## src/rtl/fetch_stage_if.sv

```systemverilog
// Fetch-side bus bundle: instruction-memory request/response and the IF/ID register outputs.
// Signal suffixes are relative to the fetch stage, which uses the master modport.
interface fetch_stage_if;
  logic [31:0] imem_addr_o;
  logic [31:0] imem_instr_i;
  logic        if_id_valid_o;
  logic [31:0] if_id_pc_o;
  logic [31:0] if_id_instr_o;

  modport master (
    output imem_addr_o,
    input  imem_instr_i,
    output if_id_valid_o,
    output if_id_pc_o,
    output if_id_instr_o
  );

  modport slave (
    input  imem_addr_o,
    output imem_instr_i,
    input  if_id_valid_o,
    input  if_id_pc_o,
    input  if_id_instr_o
  );
endinterface

```

## src/rtl/fetch_stage.sv

```systemverilog
// Instruction-fetch stage: owns the PC, drives instruction memory and fills the IF/ID register.
// Handles stall, flush, redirect and traps on misaligned or out-of-range fetch addresses.
module fetch_stage #(
  parameter logic [31:0] RESET_PC  = 32'h0000_0000,
  parameter int unsigned MEM_BYTES = 1024
) (
  input  logic          clk_i,
  input  logic          rst_ni,
  input  logic          stall_i,
  input  logic          flush_i,
  input  logic          redirect_valid_i,
  input  logic [31:0]   redirect_pc_i,
  fetch_stage_if.master bus,
  output logic          trap_o,
  output logic [31:0]   trap_pc_o,
  output logic [31:0]   fetch_count_o
);

  localparam logic [31:0] PcLimit = 32'(MEM_BYTES - 4);

  typedef enum logic [1:0] {StBoot, StRun, StTrap} state_t;

  state_t      r_state;
  logic [31:0] r_pc;
  logic        r_valid;
  logic [31:0] r_if_pc;
  logic [31:0] r_if_instr;
  logic        r_trap;
  logic [31:0] r_trap_pc;
  logic [31:0] r_count;

  logic        w_fault;

  assign w_fault = (r_pc[1:0] != 2'b00) || (r_pc > PcLimit);

  always_ff @(posedge clk_i or negedge rst_ni) begin
    if (!rst_ni) begin
      r_state    <= StBoot;
      r_pc       <= RESET_PC;
      r_valid    <= 1'b0;
      r_if_pc    <= 32'h0;
      r_if_instr <= 32'h0;
      r_trap     <= 1'b0;
      r_trap_pc  <= 32'h0;
      r_count    <= 32'h0;
    end else begin
      unique case (r_state)
        StBoot: begin
          if (redirect_valid_i) r_pc <= redirect_pc_i;
          r_state <= StRun;
        end
        StRun: begin
          if (redirect_valid_i) begin
            r_pc    <= redirect_pc_i;
            r_valid <= 1'b0;
          end else if (flush_i) begin
            r_valid <= 1'b0;
          end else if (stall_i) begin
            r_valid <= r_valid;
          end else if (w_fault) begin
            r_state   <= StTrap;
            r_trap    <= 1'b1;
            r_trap_pc <= r_pc;
            r_valid   <= 1'b0;
          end else begin
            r_if_pc    <= r_pc;
            r_if_instr <= bus.imem_instr_i;
            r_valid    <= 1'b1;
            r_pc       <= r_pc + 32'd4;
            if (r_count != 32'hFFFF_FFFF) r_count <= r_count + 32'd1;
          end
        end
        StTrap: begin
          // Fault is re-evaluated in RUN, so a bad target traps again one cycle later.
          if (redirect_valid_i) begin
            r_pc    <= redirect_pc_i;
            r_trap  <= 1'b0;
            r_state <= StRun;
          end
        end
        default: r_state <= StBoot;
      endcase
    end
  end

  assign bus.imem_addr_o   = r_pc;
  assign bus.if_id_valid_o = r_valid;
  assign bus.if_id_pc_o    = r_if_pc;
  assign bus.if_id_instr_o = r_if_instr;
  assign trap_o            = r_trap;
  assign trap_pc_o         = r_trap_pc;
  assign fetch_count_o     = r_count;

endmodule

```

## src/flat_wrapper.sv

```systemverilog
// flat-port wrapper written by rule: the top's interface ports become plain ports
module fetch_stage_flat 
#(
  parameter logic [31:0] RESET_PC  = 32'h0000_0000,
  parameter int unsigned MEM_BYTES = 1024
)
  (clk_i, rst_ni, stall_i, flush_i, redirect_valid_i, redirect_pc_i, trap_o, trap_pc_o, fetch_count_o, bus_imem_addr_o, bus_imem_instr_i, bus_if_id_valid_o, bus_if_id_pc_o, bus_if_id_instr_o);
  fetch_stage_if bus_i ();
  input  logic clk_i;
  input  logic rst_ni;
  input  logic stall_i;
  input  logic flush_i;
  input  logic redirect_valid_i;
  input  logic [31:0] redirect_pc_i;
  output logic trap_o;
  output logic [31:0] trap_pc_o;
  output logic [31:0] fetch_count_o;
  output wire logic [$bits(bus_i.imem_addr_o)-1:0] bus_imem_addr_o;
  input wire logic [$bits(bus_i.imem_instr_i)-1:0] bus_imem_instr_i;
  output wire logic [$bits(bus_i.if_id_valid_o)-1:0] bus_if_id_valid_o;
  output wire logic [$bits(bus_i.if_id_pc_o)-1:0] bus_if_id_pc_o;
  output wire logic [$bits(bus_i.if_id_instr_o)-1:0] bus_if_id_instr_o;
  assign bus_imem_addr_o = bus_i.imem_addr_o;
  assign bus_i.imem_instr_i = bus_imem_instr_i;
  assign bus_if_id_valid_o = bus_i.if_id_valid_o;
  assign bus_if_id_pc_o = bus_i.if_id_pc_o;
  assign bus_if_id_instr_o = bus_i.if_id_instr_o;
  fetch_stage #(.RESET_PC(RESET_PC), .MEM_BYTES(MEM_BYTES)) u_core (.clk_i(clk_i), .rst_ni(rst_ni), .stall_i(stall_i), .flush_i(flush_i), .redirect_valid_i(redirect_valid_i), .redirect_pc_i(redirect_pc_i), .bus(bus_i), .trap_o(trap_o), .trap_pc_o(trap_pc_o), .fetch_count_o(fetch_count_o));
endmodule
```

## config.mk

```make
export PLATFORM = sky130hd
export DESIGN_NAME = fetch_stage_flat
export DESIGN_NICKNAME = d
export VERILOG_FILES = /design/src/rtl/fetch_stage_if.sv /design/src/rtl/fetch_stage.sv /design/src/flat_wrapper.sv
export SDC_FILE = /design/constraint.sdc
export NUM_CORES = 1
export LEC_CHECK = 0
export ABC_AREA = 1
export BUFFER_PORTS_ARGS = -buffer_cell sky130_fd_sc_hd__buf_2
export CAP_MARGIN = 5
export CORE_MARGIN = 3
export CORE_UTILIZATION = 48
export CTS_BUF_LIST = sky130_fd_sc_hd__clkbuf_8
export CTS_CLUSTER_DIAMETER = 40
export DETAILED_ROUTE_END_ITERATION = 10
export GPL_TIMING_DRIVEN = 0
export PLACE_DENSITY = 0.74
export SLEW_MARGIN = 20
export SYNTH_ARGS = -nofsm -noshare
export SYNTH_HDL_FRONTEND = slang
export SYNTH_SLANG_ARGS = --single-unit
```

## constraint.sdc

```tcl
create_clock -name clk_i -period 2.1 [get_ports clk_i]
set_input_delay 0.21 -clock clk_i [delete_from_list [all_inputs] [get_ports clk_i]]
set_output_delay 0.21 -clock clk_i [all_outputs]
set_load 0.005 [all_outputs]
```

==> results by group, run 1 <==
Worst setup path
  • CP max stage delay: roughly 0.47 ns
  • CP Class: reg2reg
  • Crit path cell chain: nor2_1, nand2_1, nor2_2, nand4_2, nor2_4, buf_4, buf_4, nor2_1
  • Critical Path RT: 2.47 ns
  • Reg2Reg Setup Slack: 0.14 ns
  • Worst setup path endpoint: u_core.bus.if_id_pc_o[15]
  • CP max stage cell: dfrtp_1
  • CP Capture Type: flop
  • Worst reg2reg path depth: 8
  • Maximum fanout along the worst path: 10
  • WP data arrival: 2.33 ns
  • Startpoint Class: flop
  • Reg-to-reg endpoint: u_core.bus.if_id_pc_o[15]
  • Critical Path Start: u_core.bus.imem_addr_o[30]
  • Worst r2r src: u_core.bus.imem_addr_o[30]

Global routing
  • Initial antenna violation count: 0
  • Vias in the first global route: about 7.9k
  • First-pass GRT wire length: 39.0 mm
  • Tot GR Track Use: 0.266
  • Largest net degree at the start of global routing: 96
  • Gr ovfl total: 0

Clock tree
  • Htree depth: 4
  • CTS Buf Count: 17
  • Root Driver: clkbuf_8
  • Sink Count: 164
  • Latest clock arrival within the worst-skew pair: 0.47 ns
  • Clk buf depth: 2
  • TritonCTS clock tree: yes
  • Clock-pin slew on the worst setup and hold paths: 0.10 ns

Power
  • Power Total: around 7.5 mW
  • Leak: roughly 5.7 nW
  • IR drop worst, VDD: around 0.36 mV
  • Pwr Density: 713 nW/um^2

STA
  • Max-slew violation count: 0
  • Fin. Hold Viols: 0
  • Setup_tns: 0 ns
  • Final Skew: roughly 0.016 ns
  • Setup Viol. Count Final: 0
  • RSZ-0062 raised after global routing: no
  • Crit share post-route: 0.935
  • Fmax: 509 MHz
  • Tmin final: approximately 2.0 ns
  • Slew headroom: 0.526
  • Least-Margin Pin Slew: 0.708 ns

Die
  • Row count: 47
  • Die width: between 100 and 150 um
  • Core ar.: about 17000 um^2
  • Die Area: 18800 um^2
  • Chip height: 137 um
  • Starting density of the core: 0.493
  • I/O pin cnt: 231

Synthesis
  • Register area share after synthesis: 0.499
  • Average instance area after synthesis: 7.38 um^2
  • Top-count cell post-synth: nand2_1
  • Library cells used by synthesis: 33
  • Main synth FF type: dfrtp_1
  • Ys async rst share: 1.00
  • Post-synth top area share: 0.499
  • Yosys Warn Count: 0
  • EDFF count, synth: 0
  • Largest area contributor in the synthesized netlist: dfrtp_1
  • Top post-synthesis cells by area: dfrtp_1 50%, nand2_1 21%, nor2_1 7.5%
  • Synth cell count leaders: 459 x nand2_1, 164 x dfrtp_1, 164 x nor2_1
  • Seq cells post-synth: 164
  • Post-synth net total: roughly 1.2k
  • Syn Inst Count: ~1.1k
  • Syn Std Cell Area: 8230 um^2

Place
  • DP Wirelength: 17.8 mm
  • Placed Area: 9700 um^2
  • # port buffers: 230
  • Final Wtd Congestion: 0.976

Hold path
  • Type of the most critical hold path: in2reg

Detailed routing
  • Routed wire length: 24.8 mm
  • Initial DRC Count: 601
  • DRC: 0
  • Antenna-violating nets left: 0
  • Via Count: 8321
  • Per-cell routed wire length: 15.1 um
  • Vias per cell: 5.07
  • Drt pass-1 iters: 5

Finish
  • P&R area growth vs syn: 28.1%
  • Design Area, Final: 10500 um^2
  • Final #Nets: 1477
  • Layout cells sized above 1: 0.234

Job
  • Number of max-cap violations: 0

Status
  • Status: completed
## cell usage in the layout (no fill, tap or decap), types with 2 or more instances in the layout
cell / instances
clkbuf_1: 10
nand4_1: 3
or2_2: 3
clkbuf_4: 4
nor2_4: 4
inv_8: 3
dlygate4sd3_1: 36
nand3_2: 2
dfrtp_1: 163
nand2_1: 459
nand3_1: 72
buf_2: 246
inv_2: 7
xnor2_1: 5
clkinv_8: 3
nand2_2: 10
clkbuf_8: 17
nor2_1: 163
inv_1: 75
nand3b_1: 15
o21ai_1: 44
inv_6: 6
buf_8: 3
o21ai_0: 18
nor2_2: 3
xor2_1: 13
buf_4: 8
diode_2: 2
a21oi_1: 7
## per-stage QoR
stage          std cells  setup slack [ns]  hold slack, ns   util
6_report            1641             0.136          0.0455  0.631
4_1_cts             1634            0.0181          0.0205  0.627
3_3_place_gp        1565             -1.69           0.411  0.578
2_1_floorplan       1115             0.354         -0.0856      -
3_5_place_dp        1566          -0.00948           0.212  0.581
5_1_grt             1639           0.00586          0.0699  0.631
## power breakdown
group / switching (mW) / internal (mW)
sequential: 0.313 / 3.48
combinational: 0.777 / 0.583
clock: 1.35 / 1.01
total: 2.44 / 5.08
## layout make-up
cell class | count | area, um^2
clock buffers | 17 | 234
fillers | 1513 | 6160
well taps | 220 | 275
inverters | 82 | 308
diodes | 2 | 5.00
plain buffers | 37 | 216
repair buffers | 272 | 1590
flip-flops and latches | 164 | 4110
multi-input cells | 832 | 3630
clock inverters | 15 | 181
## logic make-up (layout without fill, tap and decap cells)
logic type,count (synthesis),after routing,share of synthesized area
buf+inv,119,423,0.0625
flops,164,164,0.499
xor+xnor,18,18,0.0192
fa+ha+maj,2,2,0.00304
other cells,0,2,0
compound gates,72,72,0.0459
simple gates,740,740,0.371
## worst min path at each step
stage / start / endpoint / slack, ns / cells past startpoint
global placement: bus_imem_instr_i[13] / u_core.bus.if_id_instr_o[13] / 0.41 / 3
detailed placement: rst_ni / u_core.trap_pc_o[27] / 0.21 / 1
CTS: redirect_pc_i[11] / u_core.bus.imem_addr_o[11] / 0.02 / 3
finish: redirect_pc_i[11] / u_core.bus.imem_addr_o[11] / 0.05 / 3
floorplan: rst_ni / u_core.bus.if_id_instr_o[0] / -0.09 / 0
global route: redirect_pc_i[14] / u_core.bus.imem_addr_o[14] / 0.07 / 5
## critical path: cells and delay by family, from the launching register on
| kind | cells | cell delay, ns |
|---|---|---|
| and+or+nand+nor | 6 | 0.98 |
| DFF | 1 | 0.47 |
| buffers and inverters | 2 | 0.41 |
## registers in the layout, summed over array words and instances, names as in the netlist
signal	count
u_core.bus.if_id_valid_o	1
u_core.bus.if_id_pc_o	32
u_core.fetch_count_o	32
u_core.trap_pc_o	32
u_core.bus.imem_addr_o	32
u_core.trap_o	1
u_core.r_state	2
u_core.bus.if_id_instr_o	32
## metal layers
metal  vias to the layer above  routed length (um)  global-route usage
li1                       4039                   -                   -
met2                       366               11900               0.433
met4                         0                1060               0.147
met1                      3838                9910               0.337
met5                         -                   0                   0
met3                        78                1860              0.0452
## repair_timing
item | in CTS | in global routing
buffers inserted | 0 | 5
endpoints found under the setup margin | 32 | 44
hold endpoints to repair | 104 | 0
pin swaps | 0 | 1
hold buffers | 36 | 0
gates resized for setup | 2 | 7
Power figures use the tool's default switching activity.
==> inputs of run 2 (changes only) <==
- CORE_ASPECT_RATIO: default -> 1.75
- CORE_UTILIZATION: 48 -> 54
- PLACE_DENSITY: 0.74 -> 0.82
==> run 2 against run 1 <==
Routed wire length up 8.0%; core utilization up 7.3 points; via count up 1.6%; total power up 1.3%; setup slack worse by 0.0044 ns; flip-flop and latch count unchanged; non-clock buffer count down 1; register-to-register slack about the same; sequential share of layout area up 0.18 points; critical endpoint is now u_core.trap_pc_o[9].
==> results by group, run 2 (synthesis gave the netlist of run 1 again) <==
Place
  • Placed Area: 9650 um^2
  • Placed Cells: 1529
  • # port buffers: 230
  • DP Wirelength: about 20 mm
  • Dpl ws: -0.0606 ns
  • Final Wtd Congestion: 1.01

Global routing
  • Largest net degree at the start of global routing: 87
  • Vias in the first global route: 8556
  • Tot GR Track Use: 0.328
  • Gr ovfl total: 0
  • Initial antenna violation count: 0
  • First-pass GRT wire length: 43.0 mm

STA
  • Setup Viol. Count Final: 0
  • Slew headroom: 0.591
  • Fin. Hold Viols: 0
  • Crit share post-route: 0.937
  • Least-Margin Pin Slew: 0.614 ns
  • Hold_ws: 0.0629 ns
  • Tmin final: 1.97 ns
  • Final Skew: 0.0139 ns
  • Setup ws final: 0.132 ns
  • Max-slew violation count: 0
  • Fmax: between 500 and 600 MHz

Finish
  • # fillers: 1250
  • Non-Filler Instances: 1600
  • Most frequent cells in the layout: 459 x nand2_1, 246 x buf_2, 161 x nor2_1
  • P&R area growth vs syn: 27.7%
  • N_diodes: 0
  • Most common cell after layout, fill and taps aside: nand2_1
  • Layout cells sized above 1: 0.236
  • Reg area: 4110 um^2
  • Final #Nets: about 1.5k
  • Multi-input logic area: 3660 um^2
  • Design Area, Final: 10500 um^2

Worst setup path
  • Startpoint Class: flop
  • Maximum fanout along the worst path: 10
  • WP data arrival: 2.31 ns
  • Crit path cell chain: nor2_1, nand2_1, nor2_2, nand3_2, nand3_1, clkbuf_4, buf_2, o21ai_1
  • CP delay by family, top: simple AND/OR/NAND/NOR gates
  • Critical Path RT: about 2.4 ns
  • CP max stage cell: dfrtp_1
  • Crit path buffers/inverters: 2
  • CP Class: reg2reg
  • CP Capture Type: flop
  • CP max stage delay: 0.46 ns

Die
  • Row count: 59
  • I/O pin cnt: 231
  • Core ar.: 14900 um^2
  • Die Area: 16800 um^2
  • Chip height: 169 um
  • Starting density of the core: 0.552
  • Die width: 99.3 um

Clock tree
  • Clk buf depth: 2
  • Latest clock arrival within the worst-skew pair: 0.46 ns
  • TritonCTS clock tree: yes
  • Root Driver: clkbuf_8
  • Htree depth: 4
  • Clock-pin slew on the worst setup and hold paths: 0.09 ns
  • CTS Buf Count: 17
  • Sink Count: ~160

Power
  • Pwr Density: 725 nW/um^2
  • Leak: 5.72 nW
  • Power Total: 7.61 mW
  • IR drop worst, VDD: 0.478 mV

Detailed routing
  • Vias per cell: 5.28
  • Via Count: 8451
  • Routed wire length: 26.8 mm
  • Drt pass-1 iters: 5
  • Initial DRC Count: 350
  • Per-cell routed wire length: 16.7 um
  • DRC: 0
  • Antenna-violating nets left: 0

Status
  • Status: completed

Hold path
  • Type of the most critical hold path: in2reg

Job
  • Number of max-cap violations: 0
## run 2: changes by cell type in the layout (fill, tap and decap cells not counted), moves of 2 or more
cell	before	now
nor2_1	163	161
diode_2	2	0
dfrtp_2	1	5
dfrtp_1	163	159
clkinv_8	3	0
clkinv_4	1	3
nor2_4	4	7
inv_6	6	4
## run 2: report_power, final
| group | total, mW | internal [mW] | switching (mW) |
|---|---|---|---|
| Clock | 2.40 | 1.09 | 1.31 |
| Combinational | 1.40 | 0.591 | 0.804 |
| Sequential | 3.82 | 3.48 | 0.333 |
| Total | 7.61 | 5.17 | 2.45 |
## run 2: layer usage
metal  vias up  share of wire  track usage
met3       114          0.058       0.0477
met1      3924           0.32        0.329
li1       4042              -            -
met4         0          0.068        0.219
met2       371           0.55        0.612
met5         -              0            0
## run 2: per-stage QoR
step                      TNS (ns)   util
after global routing        -0.271  0.705
after global placement     -272.08  0.645
final                            0  0.705
after detailed placement     -1.23  0.647
after floorplan                  0      -
after CTS                        0  0.699
## run 2: layout make-up
type / instances / area share
Buffer: 37 / 0.0206
Clock buffer: 17 / 0.0223
Clock inverter: 14 / 0.0160
Inverter: 82 / 0.0293
Multi-Input combinational cell: 832 / 0.348
Sequential cell: 164 / 0.391
Tap cell: 183 / 0.0218
Timing Repair Buffer: 271 / 0.150
## run 2: worst register-to-register path: stages (launching register included)
cell,delay [ns]
dfrtp_1,0.46
nor2_1,0.17
nand2_1,0.09
nor2_2,0.19
nand3_2,0.15
nand3_1,0.17
clkbuf_4,0.26
buf_2,0.28
o21ai_1,0.09
## run 2: path summary, 6_finish.rpt
path	from	end	slack, ns	depth (start not counted)
worst max register to register	u_core.bus.imem_addr_o[16]	u_core.trap_pc_o[9]	0.13	8
min in group asynchronous	rst_ni	u_core.bus.imem_addr_o[0]	0.31	2
worst max-delay path	u_core.bus.imem_addr_o[16]	u_core.trap_pc_o[9]	0.13	8
max in group asynchronous	rst_ni	u_core.bus.if_id_pc_o[15]	0.93	3
worst min-delay path	redirect_pc_i[14]	u_core.bus.imem_addr_o[14]	0.06	5
worst min register to register	u_core.bus.if_id_instr_o[20]	u_core.bus.if_id_instr_o[20]	0.47	2
## run 2: what timing repair did
item | 4_1_cts | 5_1_grt
setup endpoints to repair | 33 | 85
hold buffers | 37 | 0
gates resized for setup | 3 | 17
buffers inserted | 0 | 3
pin swaps | 0 | 1
hold endpoints to repair | 114 | 0
